[src/rtl/instruction_loader.sv]
// Program loader for the MiniAlu instruction memory.
// Takes a byte stream (16-bit little-endian word count, then 4 bytes per
// instruction), assembles each instruction and writes it to consecutive
// instruction-RAM addresses. The CPU is held in reset until a load completes.
module instruction_loader #(
  parameter int ADDR_WIDTH  = 16,
  parameter int INSTR_WIDTH = 28,
  parameter int DEPTH       = 256
) (
  input  logic                   Clock,
  input  logic                   Reset,
  input  logic                   iStart,
  input  logic [7:0]             iData,
  input  logic                   iValid,
  output logic                   oReady,
  output logic                   oWriteEnable,
  output logic [ADDR_WIDTH-1:0]  oWriteAddress,
  output logic [INSTR_WIDTH-1:0] oInstruction,
  output logic                   oCpuReset,
  output logic                   oDone,
  output logic                   oError
);

  // Number of instruction bits carried by the fourth byte of a word.
  localparam int          TOP_BITS = INSTR_WIDTH - 24;
  localparam logic [31:0] DEPTH_C  = 32'(DEPTH);

  typedef enum logic [3:0] {
    S_IDLE   = 4'd0,
    S_LEN_LO = 4'd1,
    S_LEN_HI = 4'd2,
    S_BYTE0  = 4'd3,
    S_BYTE1  = 4'd4,
    S_BYTE2  = 4'd5,
    S_BYTE3  = 4'd6,
    S_WRITE  = 4'd7,
    S_DONE   = 4'd8,
    S_ERROR  = 4'd9
  } state_t;

  // True when the top byte has a bit set beyond the instruction width.
  function automatic logic top_byte_illegal(input logic [7:0] b);
    logic [7:0] hi;
    hi = b >> TOP_BITS;
    return (hi != 8'd0);
  endfunction

  state_t                 state_q, state_d;
  logic [15:0]            count_q, count_d;
  logic [ADDR_WIDTH-1:0]  addr_q, addr_d;
  logic [INSTR_WIDTH-1:0] instr_q, instr_d;
  logic                   ready_q, ready_d;
  logic                   we_q, we_d;
  logic                   cpu_reset_q, cpu_reset_d;
  logic                   done_q, done_d;
  logic                   error_q, error_d;
  logic                   take_s;
  logic [15:0]            len_full_s;

  // Next-state logic: handshake, length decode, word assembly and write sequencing.
  always_comb begin
    state_d    = state_q;
    count_d    = count_q;
    addr_d     = addr_q;
    instr_d    = instr_q;
    take_s     = iValid & ready_q;
    len_full_s = {iData, count_q[7:0]};

    case (state_q)
      S_IDLE, S_DONE, S_ERROR: begin
        if (iStart) begin
          state_d = S_LEN_LO;
          addr_d  = {ADDR_WIDTH{1'b0}};
        end else begin
          state_d = state_q;
        end
      end
      S_LEN_LO: begin
        if (take_s) begin
          count_d[7:0] = iData;
          state_d      = S_LEN_HI;
        end else begin
          state_d = state_q;
        end
      end
      S_LEN_HI: begin
        if (take_s) begin
          count_d = len_full_s;
          if (len_full_s == 16'd0) begin
            state_d = S_DONE;
          end else if ({16'd0, len_full_s} > DEPTH_C) begin
            state_d = S_ERROR;
          end else begin
            state_d = S_BYTE0;
          end
        end else begin
          state_d = state_q;
        end
      end
      S_BYTE0: begin
        if (take_s) begin
          instr_d[7:0] = iData;
          state_d      = S_BYTE1;
        end else begin
          state_d = state_q;
        end
      end
      S_BYTE1: begin
        if (take_s) begin
          instr_d[15:8] = iData;
          state_d       = S_BYTE2;
        end else begin
          state_d = state_q;
        end
      end
      S_BYTE2: begin
        if (take_s) begin
          instr_d[23:16] = iData;
          state_d        = S_BYTE3;
        end else begin
          state_d = state_q;
        end
      end
      S_BYTE3: begin
        if (take_s) begin
          if (top_byte_illegal(iData)) begin
            state_d = S_ERROR;
          end else begin
            instr_d[INSTR_WIDTH-1:24] = iData[TOP_BITS-1:0];
            state_d                   = S_WRITE;
          end
        end else begin
          state_d = state_q;
        end
      end
      S_WRITE: begin
        addr_d  = addr_q + {{(ADDR_WIDTH-1){1'b0}}, 1'b1};
        count_d = count_q - 16'd1;
        if (count_q == 16'd1) begin
          state_d = S_DONE;
        end else begin
          state_d = S_BYTE0;
        end
      end
      default: begin
        state_d = S_IDLE;
      end
    endcase

    ready_d     = (state_d == S_LEN_LO) || (state_d == S_LEN_HI) ||
                  (state_d == S_BYTE0)  || (state_d == S_BYTE1)  ||
                  (state_d == S_BYTE2)  || (state_d == S_BYTE3);
    we_d        = (state_d == S_WRITE);
    done_d      = (state_d == S_DONE);
    error_d     = (state_d == S_ERROR);
    cpu_reset_d = (state_d != S_DONE);
  end

  // State and registered outputs with asynchronous reset.
  always_ff @(posedge Clock or posedge Reset) begin
    if (Reset) begin
      state_q     <= S_IDLE;
      count_q     <= 16'd0;
      addr_q      <= {ADDR_WIDTH{1'b0}};
      instr_q     <= {INSTR_WIDTH{1'b0}};
      ready_q     <= 1'b0;
      we_q        <= 1'b0;
      cpu_reset_q <= 1'b1;
      done_q      <= 1'b0;
      error_q     <= 1'b0;
    end else begin
      state_q     <= state_d;
      count_q     <= count_d;
      addr_q      <= addr_d;
      instr_q     <= instr_d;
      ready_q     <= ready_d;
      we_q        <= we_d;
      cpu_reset_q <= cpu_reset_d;
      done_q      <= done_d;
      error_q     <= error_d;
    end
  end

  assign oReady        = ready_q;
  assign oWriteEnable  = we_q;
  assign oWriteAddress = addr_q;
  assign oInstruction  = instr_q;
  assign oCpuReset     = cpu_reset_q;
  assign oDone         = done_q;
  assign oError        = error_q;

endmodule

[config.mk]
export PLATFORM = sky130hd
export DESIGN_NAME = instruction_loader
export DESIGN_NICKNAME = d
export VERILOG_FILES = /design/src/rtl/instruction_loader.sv
export SDC_FILE = /design/constraint.sdc
export NUM_CORES = 1
export LEC_CHECK = 0
export ABC_AREA = 1
export ABC_CLOCK_PERIOD_IN_PS = 5810
export BUFFER_PORTS_ARGS = -buffer_cell sky130_fd_sc_hd__buf_2
export CORE_AREA = 3 3 113 115
export CTS_CLUSTER_SIZE = 8
export DETAILED_ROUTE_END_ITERATION = 8
export DIE_AREA = 0 0 116 118
export SYNTH_ARGS = -nofsm -noshare
export SYNTH_HDL_FRONTEND = slang
export SYNTH_SLANG_ARGS = --single-unit
export TNS_END_PERCENT = 30
[constraint.sdc]
create_clock -name Clock -period 5.81 [get_ports Clock]
set_input_delay 1.162 -clock Clock [delete_from_list [all_inputs] [get_ports Clock]]
set_output_delay 1.162 -clock Clock [all_outputs]
set_load 0.01 [all_outputs]
==> results.yml <==
detailed_routing:
  vias_per_cell: 4.736
  drt_iter0_drc: 202
  dr_total_vias: 3154
  drtPass1Iterations: 4
  drt-wirelength-per-cell_um: 13.51
  drt-total-wl_um: 9000
  drc: 0
  antenna_left: 0
sta:
  hold_viol: 0
  finalCriticalPeriod_ps: 2391
  min_period_over_period_pct: 41.16
  tightest_slew_ps: 877.0
  slew_headroom_pct: 41.53
  skew_ps: 6.015
  setup_viol: 0
  rsz0062_at_grt: "no"
  fin_ws_ps: 3419
  drv_slew: 0
  hold_slack_ps: 487.8
  tns_ps: 0
  max_freq_mhz: 418.2
clock_network:
  cts_inserted_buffers: 9
  cts_setup_buffers: 0
  cts_root_buf: "clkbuf_16"
  cts_tree: "done"
  post_cts_resized: 0
  cts_hold_buf: 0
  clockBufferDepth: 2
  clkTransAtPathRegs_ps: 50
  clock-sinks: 69
  clock_latency_ps: 330
  h-tree-depth: 3
place:
  io_buffers: 60
  place_hpwl_um: 6439
  gp_congestion: 0.9058
  dpl_worst_slack_ps: 3084
layout:
  antenna_cells: 0
  final_core_util_pct: 36.57
  fin_nets: 530
  nFillCells: 1245
  drive_above_1_share_pct: 20.04
  syn2layout_area_growth_pct: 23.00
pwr:
  powerDensity_nw_per_um2: 481.2
  p_clk_share_pct: 33.1
  ir_worst_vdd_uv: 283.9
  power_switching_w: 0.0007424
  p_int_w: 0.001353
  seq_power_share_pct: 36.2
  p_leak_nw: 2.233
  combPwrFrac_pct: 30.7
  switching_share_pct: 35.42
  p_total_w: 0.002096
floorplanning:
  die_w_um: 116
  initial_core_util_pct: 29.73
  die_h_um: 118
  rows: 40
  coreArea_um2: 11910
  dieArea_um2: 13690
  io_pins: 61
yosys:
  synth_top_cell_area_share_pct: 48.06
  ys_seq_elements: 69
  yosysTopAreaCell: "dfrtp_1"
  ys_types: 39
  syn_area_per_cell_um2: 7.817
  netlist_instances: 453
  ys_top_cells_by_area: "dfrtp_1, nand2_1, nor2_1"
  synth_area_um2: 3541
  ys_seq_area_share_pct: 48.80
  synth_warnings: 0
  syn_nets: 469
hold_path:
  min_path_type: "reg -> reg"
run_status:
  outcome: "finished clean"
global_routing:
  antenna_found_initial: 0
  grt_pass1_wl_um: 15240
  groute.usage.overall_pct: 13.84
  grt-ovfl-total: 0
  grt_max_degree: 70
  grt_pass1_vias: 3156
setup_path:
  path_max_fanout: 17
  cp.arrival_ps: 2600
  worst_ep_required_time_ps: 6010
  crit_type: "in -> reg"
  cp-end-kind: "flop"
  critPathLaunchType: "primary input"
  ff2ff_setup_slack_ps: 3480
flow_run:
  drv_cap: 0
[worst max-delay path, cell delays in order]
cell and delay [ps]:
buf_2 100, nand2_1 250, inv_1 150, nand3_2 250, nand2_1 90, nor2_1 110
nand2_1 70, nor2_2 200, nand3_1 100, nand2_1 80, nand2_1 50
[cell families after synthesis]
| kind of cell | share of synthesized area (%) |
|---|---|
| adder cells (fa/ha/maj) | 1.413 |
| buffers and inverters | 8.445 |
| AO/OA/AOI/OAI | 12.83 |
| XOR/XNOR | 1.979 |
| flip-flops | 48.80 |
| multiplexers | 0.3180 |
| AND/OR/NAND/NOR | 26.22 |
[state kept, by name, summed over array words and instances (netlist names)]
register / count
oWriteAddress: 16
count_q: 16
oDone: 1
oCpuReset: 1
oError: 1
oWriteEnable: 1
oReady: 1
state_q: 4
oInstruction: 28
[final cells by class]
class	count	area, um2	area share [%]
multi-input cells	309	1514	34.76
flip-flops and latches	69	1728	39.67
well taps	147	183.9	4.223
clock buffers	11	252.7	5.803
clock inverters	5	128.9	2.959
repair buffers	61	307.8	7.067
inverters	64	240.2	5.516
[layer usage]
metal | routed length (um) | GRT usage, %
met4 | 128 | 4.859
met3 | 495 | 4.319
met2 | 4263 | 21.51
met1 | 4113 | 18.07
met5 | 0 | 0
[cells in the mapped netlist, drive strengths merged]
master and n:
a211oi 1, a21boi 1, a21o 1, a21oi 11, a31oi 3, a32oi 1, buf 8, clkbuf 3
dfrtp 68, dfstp 1, ha 4, inv 64, mux2 1, nand2 111, nand3 22, nand4 6
nor2 68, nor3 8, o211ai 4, o21ai 52, o221ai 2, o22ai 3, o31ai 2, xnor2 2
xor2 6
[through the flow]
step / instances / area (um2)
6_report: 666 / 4355
5_1_grt: 666 / 4355
4_1_cts: 666 / 4355
3_5_place_dp: 650 / 3974
3_3_place_gp: 650 / 3974
2_1_floorplan: 453 / 3541
[worst paths after layout]
path	startpoint	endpoint	cells past startpoint
worst max-delay path	iValid	oReady$_DFF_PP0_	11
worst max register to register	state_q[1]$_DFF_PP0_	count_q[7]$_DFFE_PP0P_	9
worst min-delay path	oInstruction[19]$_DFFE_PP0P_	oInstruction[19]$_DFFE_PP0P_	2
max in group asynchronous	Reset	count_q[4]$_DFFE_PP0P_	3
min in group asynchronous	Reset	oWriteAddress[9]$_DFFE_PP0P_	3
worst min register to register	oInstruction[19]$_DFFE_PP0P_	oInstruction[19]$_DFFE_PP0P_	2
[power by group through the flow]
| stage | combinational, W | clock (W) | sequential (W) |
|---|---|---|---|
| 5_1_grt | 0.000732 | 0.000731 | 0.000780 |
| 4_1_cts | 0.000651 | 0.000705 | 0.000758 |
| 2_1_floorplan | 0.000428 | 0 | 0.000771 |
| 3_5_place_dp | 0.000649 | 0 | 0.000762 |
| 3_3_place_gp | 0.000637 | 0 | 0.000758 |
| 6_report | 0.000644 | 0.000694 | 0.000758 |
[layout by cell type (no fill, tap or decap), types with 3 or more instances in the layout]
cell type  count
nand4_1        5
nand2_1      107
a21oi_1       10
ha_1           4
buf_2         60
inv_1         54
o21ai_0       30
nor3_1         5
clkbuf_16      9
a31oi_1        3
o22ai_1        3
o211ai_1       4
nor2_1        65
xor2_1         6
nand3_1       20
dfrtp_1       68
inv_2         10
nor3_2         3
bufinv_16      4
o21ai_1       21
(Power assumes the default switching activity.)
